<file path="config.mk">
export PLATFORM = sky130hd
export DESIGN_NAME = snake_body
export DESIGN_NICKNAME = d
export VERILOG_FILES = /design/src/rtl/snake_defs.sv /design/src/rtl/snake_seg_match.sv /design/src/rtl/snake_body.sv
export SDC_FILE = /design/constraint.sdc
export NUM_CORES = 1
export LEC_CHECK = 0
export BUFFER_PORTS_ARGS = -buffer_cell sky130_fd_sc_hd__buf_2
export CAP_MARGIN = 20
export CORE_MARGIN = 4
export CORE_UTILIZATION = 44
export CTS_BUF_LIST = sky130_fd_sc_hd__clkbuf_4 sky130_fd_sc_hd__clkbuf_8
export DETAILED_ROUTE_END_ITERATION = 16
export HOLD_SLACK_MARGIN = 0.1
export PLACE_DENSITY = 0.66
export SLEW_MARGIN = 20
export SYNTH_ARGS = -nofsm -noshare
export SYNTH_HDL_FRONTEND = slang
export SYNTH_SLANG_ARGS = --single-unit
</file>
<file path="constraint.sdc">
create_clock -name clk -period 9.6 [get_ports clk]
set_input_delay 1.44 -clock clk [delete_from_list [all_inputs] [get_ports clk]]
set_output_delay 1.44 -clock clk [all_outputs]
set_load 0.02 [all_outputs]
</file>
<file path="src/rtl/snake_defs.sv">
// Shared snake definitions: grid geometry, direction and state encodings.
// Used by snake_body; prey generator and renderer import the same encodings.
package snake_defs;
    localparam int DEF_H_W      = 5;
    localparam int DEF_V_W      = 5;
    localparam int DEF_H_MAX    = 31;
    localparam int DEF_V_MAX    = 23;
    localparam int DEF_MAX_LEN  = 16;
    localparam int DEF_LEN_W    = 5;
    localparam int DEF_INIT_LEN = 3;
    localparam int DEF_INIT_X   = 8;
    localparam int DEF_INIT_Y   = 12;

    typedef enum logic [1:0] {
        DIR_UP    = 2'd0,
        DIR_RIGHT = 2'd1,
        DIR_DOWN  = 2'd2,
        DIR_LEFT  = 2'd3
    } dir_e;

    typedef enum logic {
        ST_RUN  = 1'b0,
        ST_OVER = 1'b1
    } state_e;

    // Opposite directions differ only in bit 1.
    function automatic dir_e dir_opposite(input dir_e d);
        return dir_e'(d ^ 2'd2);
    endfunction
endpackage

</file>
<file path="src/rtl/snake_seg_match.sv">
// Parallel compare of one grid cell against N stored segments; only
// indices below i_limit take part, so stale entries never match.
module snake_seg_match #(
    parameter int HW = 5,
    parameter int VW = 5,
    parameter int N  = 16,
    parameter int LW = 5
) (
    input  logic [HW-1:0]        i_x,
    input  logic [VW-1:0]        i_y,
    input  logic [N-1:0][HW-1:0] i_segx,
    input  logic [N-1:0][VW-1:0] i_segy,
    input  logic [LW-1:0]        i_limit,
    output logic                 o_hit
);
    logic [N-1:0] w_hit;

    for (genvar g = 0; g < N; g++) begin : g_cmp
        assign w_hit[g] = (i_segx[g] == i_x) && (i_segy[g] == i_y) && (LW'(g) < i_limit);
    end

    assign o_hit = |w_hit;
endmodule

</file>
<file path="src/rtl/snake_body.sv">
// Snake owner: segment shift register, direction, growth and game-over FSM.
// Define SNAKE_WRAP_EN to wrap at grid edges instead of ending the game.
module snake_body
    import snake_defs::*;
#(
    parameter int H_LOGIC_WIDTH = DEF_H_W,
    parameter int V_LOGIC_WIDTH = DEF_V_W,
    parameter logic [H_LOGIC_WIDTH-1:0] H_LOGIC_MAX = H_LOGIC_WIDTH'(DEF_H_MAX),
    parameter logic [V_LOGIC_WIDTH-1:0] V_LOGIC_MAX = V_LOGIC_WIDTH'(DEF_V_MAX),
    parameter int MAX_LEN   = DEF_MAX_LEN,
    parameter int LEN_WIDTH = DEF_LEN_W,
    parameter int INIT_LEN  = DEF_INIT_LEN,
    parameter int INIT_X    = DEF_INIT_X,
    parameter int INIT_Y    = DEF_INIT_Y
) (
    input  logic                     clk,
    input  logic                     rst,
    input  logic                     step,
    input  logic [1:0]               dir_in,
    input  logic                     restart,
    input  logic [H_LOGIC_WIDTH-1:0] preyx,
    input  logic [V_LOGIC_WIDTH-1:0] preyy,
    input  logic                     prey_vld,
    output logic                     eat,
    output logic [H_LOGIC_WIDTH-1:0] headx,
    output logic [V_LOGIC_WIDTH-1:0] heady,
    output logic [LEN_WIDTH-1:0]     len,
    output logic                     game_over,
    input  logic [H_LOGIC_WIDTH-1:0] qx,
    input  logic [V_LOGIC_WIDTH-1:0] qy,
    output logic                     q_hit
);
    logic [MAX_LEN-1:0][H_LOGIC_WIDTH-1:0] r_segx;
    logic [MAX_LEN-1:0][V_LOGIC_WIDTH-1:0] r_segy;
    logic [LEN_WIDTH-1:0]                  r_len;
    dir_e                                  r_dir;
    state_e                                r_state, w_state_nxt;
    logic                                  r_eat, r_q_hit;

    dir_e                     w_dir;
    logic [H_LOGIC_WIDTH-1:0] w_nx;
    logic [V_LOGIC_WIDTH-1:0] w_ny;
    logic                     w_wall, w_grow, w_collide, w_qhit, w_move, w_load;
    logic [LEN_WIDTH-1:0]     w_limit;

    // Next head position; wall flag only exists in the non-wrapping build.
    always_comb begin
        w_dir  = (dir_e'(dir_in) == dir_opposite(r_dir)) ? r_dir : dir_e'(dir_in);
        w_nx   = r_segx[0];
        w_ny   = r_segy[0];
        w_wall = 1'b0;
        case (w_dir)
            DIR_UP: begin
                if (r_segy[0] == '0) begin
`ifdef SNAKE_WRAP_EN
                    w_ny = V_LOGIC_MAX;
`else
                    w_wall = 1'b1;
`endif
                end else w_ny = r_segy[0] - 1'b1;
            end
            DIR_DOWN: begin
                if (r_segy[0] == V_LOGIC_MAX) begin
`ifdef SNAKE_WRAP_EN
                    w_ny = '0;
`else
                    w_wall = 1'b1;
`endif
                end else w_ny = r_segy[0] + 1'b1;
            end
            DIR_LEFT: begin
                if (r_segx[0] == '0) begin
`ifdef SNAKE_WRAP_EN
                    w_nx = H_LOGIC_MAX;
`else
                    w_wall = 1'b1;
`endif
                end else w_nx = r_segx[0] - 1'b1;
            end
            default: begin
                if (r_segx[0] == H_LOGIC_MAX) begin
`ifdef SNAKE_WRAP_EN
                    w_nx = '0;
`else
                    w_wall = 1'b1;
`endif
                end else w_nx = r_segx[0] + 1'b1;
            end
        endcase
    end

    // The tail vacates its cell on a plain move, so it only blocks when growing.
    assign w_grow  = prey_vld && (w_nx == preyx) && (w_ny == preyy);
    assign w_limit = w_grow ? r_len : r_len - 1'b1;

    snake_seg_match #(.HW(H_LOGIC_WIDTH), .VW(V_LOGIC_WIDTH), .N(MAX_LEN), .LW(LEN_WIDTH)) u_self (
        .i_x(w_nx), .i_y(w_ny), .i_segx(r_segx), .i_segy(r_segy), .i_limit(w_limit), .o_hit(w_collide)
    );

    snake_seg_match #(.HW(H_LOGIC_WIDTH), .VW(V_LOGIC_WIDTH), .N(MAX_LEN), .LW(LEN_WIDTH)) u_query (
        .i_x(qx), .i_y(qy), .i_segx(r_segx), .i_segy(r_segy), .i_limit(r_len), .o_hit(w_qhit)
    );

    always_comb begin
        w_state_nxt = r_state;
        w_move      = 1'b0;
        w_load      = 1'b0;
        case (r_state)
            ST_RUN: begin
                if (step) begin
                    if (w_wall || w_collide) w_state_nxt = ST_OVER;
                    else                     w_move      = 1'b1;
                end
            end
            default: begin
                if (restart) begin
                    w_load      = 1'b1;
                    w_state_nxt = ST_RUN;
                end
            end
        endcase
    end

    always_ff @(posedge clk or negedge rst) begin
        if (!rst) r_state <= ST_RUN;
        else      r_state <= w_state_nxt;
    end

    always_ff @(posedge clk or negedge rst) begin
        if (!rst) begin
            for (int i = 0; i < MAX_LEN; i++) begin
                r_segx[i] <= H_LOGIC_WIDTH'(INIT_X - i);
                r_segy[i] <= V_LOGIC_WIDTH'(INIT_Y);
            end
            r_len   <= LEN_WIDTH'(INIT_LEN);
            r_dir   <= DIR_RIGHT;
            r_eat   <= 1'b0;
            r_q_hit <= 1'b0;
        end else begin
            r_eat   <= w_move && w_grow;
            r_q_hit <= w_qhit;
            if (w_load) begin
                for (int i = 0; i < MAX_LEN; i++) begin
                    r_segx[i] <= H_LOGIC_WIDTH'(INIT_X - i);
                    r_segy[i] <= V_LOGIC_WIDTH'(INIT_Y);
                end
                r_len <= LEN_WIDTH'(INIT_LEN);
                r_dir <= DIR_RIGHT;
            end else if (w_move) begin
                for (int i = 1; i < MAX_LEN; i++) begin
                    r_segx[i] <= r_segx[i-1];
                    r_segy[i] <= r_segy[i-1];
                end
                r_segx[0] <= w_nx;
                r_segy[0] <= w_ny;
                r_dir     <= w_dir;
                if (w_grow && (r_len < LEN_WIDTH'(MAX_LEN))) r_len <= r_len + 1'b1;
            end
        end
    end

    assign eat       = r_eat;
    assign headx     = r_segx[0];
    assign heady     = r_segy[0];
    assign len       = r_len;
    assign game_over = (r_state == ST_OVER);
    assign q_hit     = r_q_hit;
endmodule
</file>
==> summary.txt <==
Floorplanning
  • Die X: between 150 and 200 um
  • Core area: around 0.030 mm2
  • Die H: 182 um
  • Die area: ~0.033 mm2
  • Site Rows: 63
  • Initial Utilization: between 40 and 50%
  • # IOs: 45

Global route
  • Total grt overflow: 0
  • Pin count of the biggest net entering global routing: between 100 and 150
  • Vias in the first global route: 11900
  • All-Layer GR Usage: ~29%
  • Initial antenna violation count: 0
  • Global-route wire length before repair: between 70000 and 80000 um

Critical path
  • Crit path kind: input pin to register
  • Slowest stage delay, CP: about 850 ps
  • Crit. End Element: register
  • Worst Setup Start Kind: input pin
  • CP max stage cell: nor4_1
  • CP required: 10000 ps
  • Data arrival, critical path: roughly 7500 ps
  • Crit-path cells: buf_2, xnor2_4, mux2i_2, nor3_1, nor2_2, buf_4, xnor2_1, o2111ai_1, nor4_1, a41o_1, o22ai_1, o2111ai_1, nor3_4, nand2_2, buf_4, o211ai_1
  • Critical path's top delay family: simple AND/OR/NAND/NOR gates
  • Maximum fanout along the worst path: 38
  • CP bufs+invs: 3

Synth
  • Synth Net Count: 1653
  • Number of synthesized register bits: 170
  • Register area share after synthesis: 32.7%
  • Top_reg_cell synth: dfrtp_1
  • YS warnings: 0
  • Yosys cell types: 84
  • Synth Area per Inst: 8.20 um2
  • Post-Syn Instances: 1619
  • Synth area leaders: dfrtp_1 18%, dfstp_2 15%, xor2_1 10%
  • Mapped cell area: 0.0133 mm2
  • Share of the synthesized area in the top cell type: a little under a fifth
  • Async SR Flop Fraction: 100%
  • Post-synth top area cell: dfrtp_1
  • Post-synth EDFFs: 0

Route
  • First-pass detailed-route iteration total: 6
  • Final wirelength: about 48000 um
  • Drt via density: 6.45
  • Antenna-violating nets left: 0
  • Post-route DRC: 0
  • Vias: between 10000 and 15000
  • Avg WL per Cell: ~25 um
  • Iter 0 DRT Violations: roughly 1700

Run status
  • Status: complete, no violations

Job
  • Max Cap Violations: 0

CTS
  • Clk Latency, worst-skew pair: between 500 and 600 ps
  • Clock tree buffer depth: 2
  • Clk root buf: clkbuf_8
  • Clock transition at path regs: ~100 ps
  • CTS sink cnt: 170
  • CTS Hold Bufs: 0
  • Num CTS Buffers: 17
  • CTS H-tree depth: 4
  • CTS tree: built
  • Post-CTS Setup Inserts: 0
  • CTS-repair resized insts: 0

Final layout
  • Layout cells sized above 1: 13.6%
  • Antenna Cells: 0
  • Final core utilization: between 40 and 50%
  • Layout area overhead: 5.44%
  • Nets@finish: roughly 1600

STA
  • Setup TNS: 0 ps
  • Final hold slack: approximately 560 ps
  • Final Cycle Share: 73.4%
  • Worst-Margin Slew: about 1100 ps
  • FMAX: around 140 MHz
  • RSZ-0062 raised after global routing: false
  • Final worst clock skew: 18.8 ps
  • Min Tclk post-route: 7050 ps
  • Max Slew Vio Count: 0
  • Setup Viol. Count Final: 0
  • Slew HR: between 20% and 30%
  • Count of final hold-check violations: 0

Place
  • GP Congestion: 1.02
  • IO buf count: between 40 and 50
  • Dpl hpwl: 31600 um

Power and ir drop
  • Max VDD drop: around 0.15 mV
  • LEAKAGE: around 5.3 nW
  • PwrDens: ~330 mW/mm2

Hold path
  • Worst hold path type: register to register
==> cell usage after synthesis (all sizes together) (9+ instances only) <==
master	number
o2111ai	9
o21ai	129
buf	66
mux2i	23
nand3	112
o211ai	15
clkbuf	92
nor2	106
xor2	157
a21oi	97
nand4	31
xnor2	154
nor4	40
a31oi	12
dfstp	74
inv	16
nor3	99
dfrtp	96
and3	11
nand2	134
==> worst paths after layout <==
kind	end	depth (start not counted)	slack, ps	startpoint
hold / removal	r_segx[46]	2	560	r_segx[46]
setup reg to reg	r_segx[51]	18	3010	heady[1]
max in group asynchronous	r_segy[79]	2	7520	rst
setup / recovery	r_segx[51]	16	2550	dir_in[0]
hold reg to reg	r_segx[46]	2	560	r_segx[46]
min in group asynchronous	r_dir[1]	1	820	rst
==> logic make-up after synthesis <==
| family | Yosys count | synth area share (%) |
|---|---|---|
| adders and majority gates | 7 | 0.660 |
| muxes | 25 | 1.93 |
| buffers and inverters | 175 | 5.63 |
| and+or+nand+nor | 597 | 22.5 |
| xor gates and xnor gates | 314 | 21.2 |
| AOI/OAI and AO/OA | 331 | 15.4 |
| DFF | 170 | 32.7 |
==> metrics by stage <==
step	power, W	instance area, um2	std cells	worst slack [ps]
finish	0.00464	14000	1952	2550
global route	0.00490	14000	1952	2190
CTS	0.00458	14000	1951	2660
detailed placement	0.00398	13500	1919	2130
global placement	0.00393	13500	1919	2350
floorplan	0.00326	13300	1619	4260
==> registers in the layout, summed over array words and instances, names as in the netlist, 2 cells and up <==
signal,cells
r_dir,2
heady,5
len,5
r_segx,75
r_segy,75
headx,5
==> report_power, final <==
| group | switching [W] | internal [W] | leakage (nW) |
|---|---|---|---|
| registers | 0.000581 | 0.00110 | 2.07 |
| logic | 0.00141 | 0.000962 | 3.06 |
| clock network | 0.000337 | 0.000249 | 0.221 |
==> tightest hold or removal path, cell delays in order, from the launching register on <==
cell	delay, ps
dfstp_2	390
inv_1	90
a31oi_1	80
==> area by class of cell <==
type                       count  area [um2]
clock buffer                  17         234
multi-input combinational   1274        8240
clock inverter                15         196
sequential                   170        4350
tap                          390         488
fill                        2859       15700
inverter                      17        63.8
timing repair buffer          69         434
==> cell usage in the layout (no fill, tap or decap), types with 11 or more instances in the layout <==
| cell type | count |
|---|---|
| clkbuf_8 | 17 |
| nand3_1 | 112 |
| buf_4 | 24 |
| nor2_1 | 102 |
| mux2i_1 | 22 |
| nand4_1 | 31 |
| o211ai_1 | 14 |
| nand2_1 | 131 |
| xor2_1 | 157 |
| nor3_1 | 98 |
| and3_1 | 11 |
| nor4_1 | 38 |
| dfstp_2 | 74 |
| buf_2 | 43 |
| o21ai_1 | 35 |
| dfrtp_1 | 96 |
| inv_1 | 16 |
| a21oi_1 | 97 |
| xnor2_1 | 151 |
| o21ai_0 | 94 |
| a31oi_1 | 11 |
==> routing by layer <==
layer	GRT usage, %	up-vias	share of wire [%]
li1	-	5517	-
met2	43.9	755	45
met1	41.0	6213	42
met3	5.65	113	10
met5	0	-	0
met4	9.49	0	3.3
(Power assumes the default switching activity.)
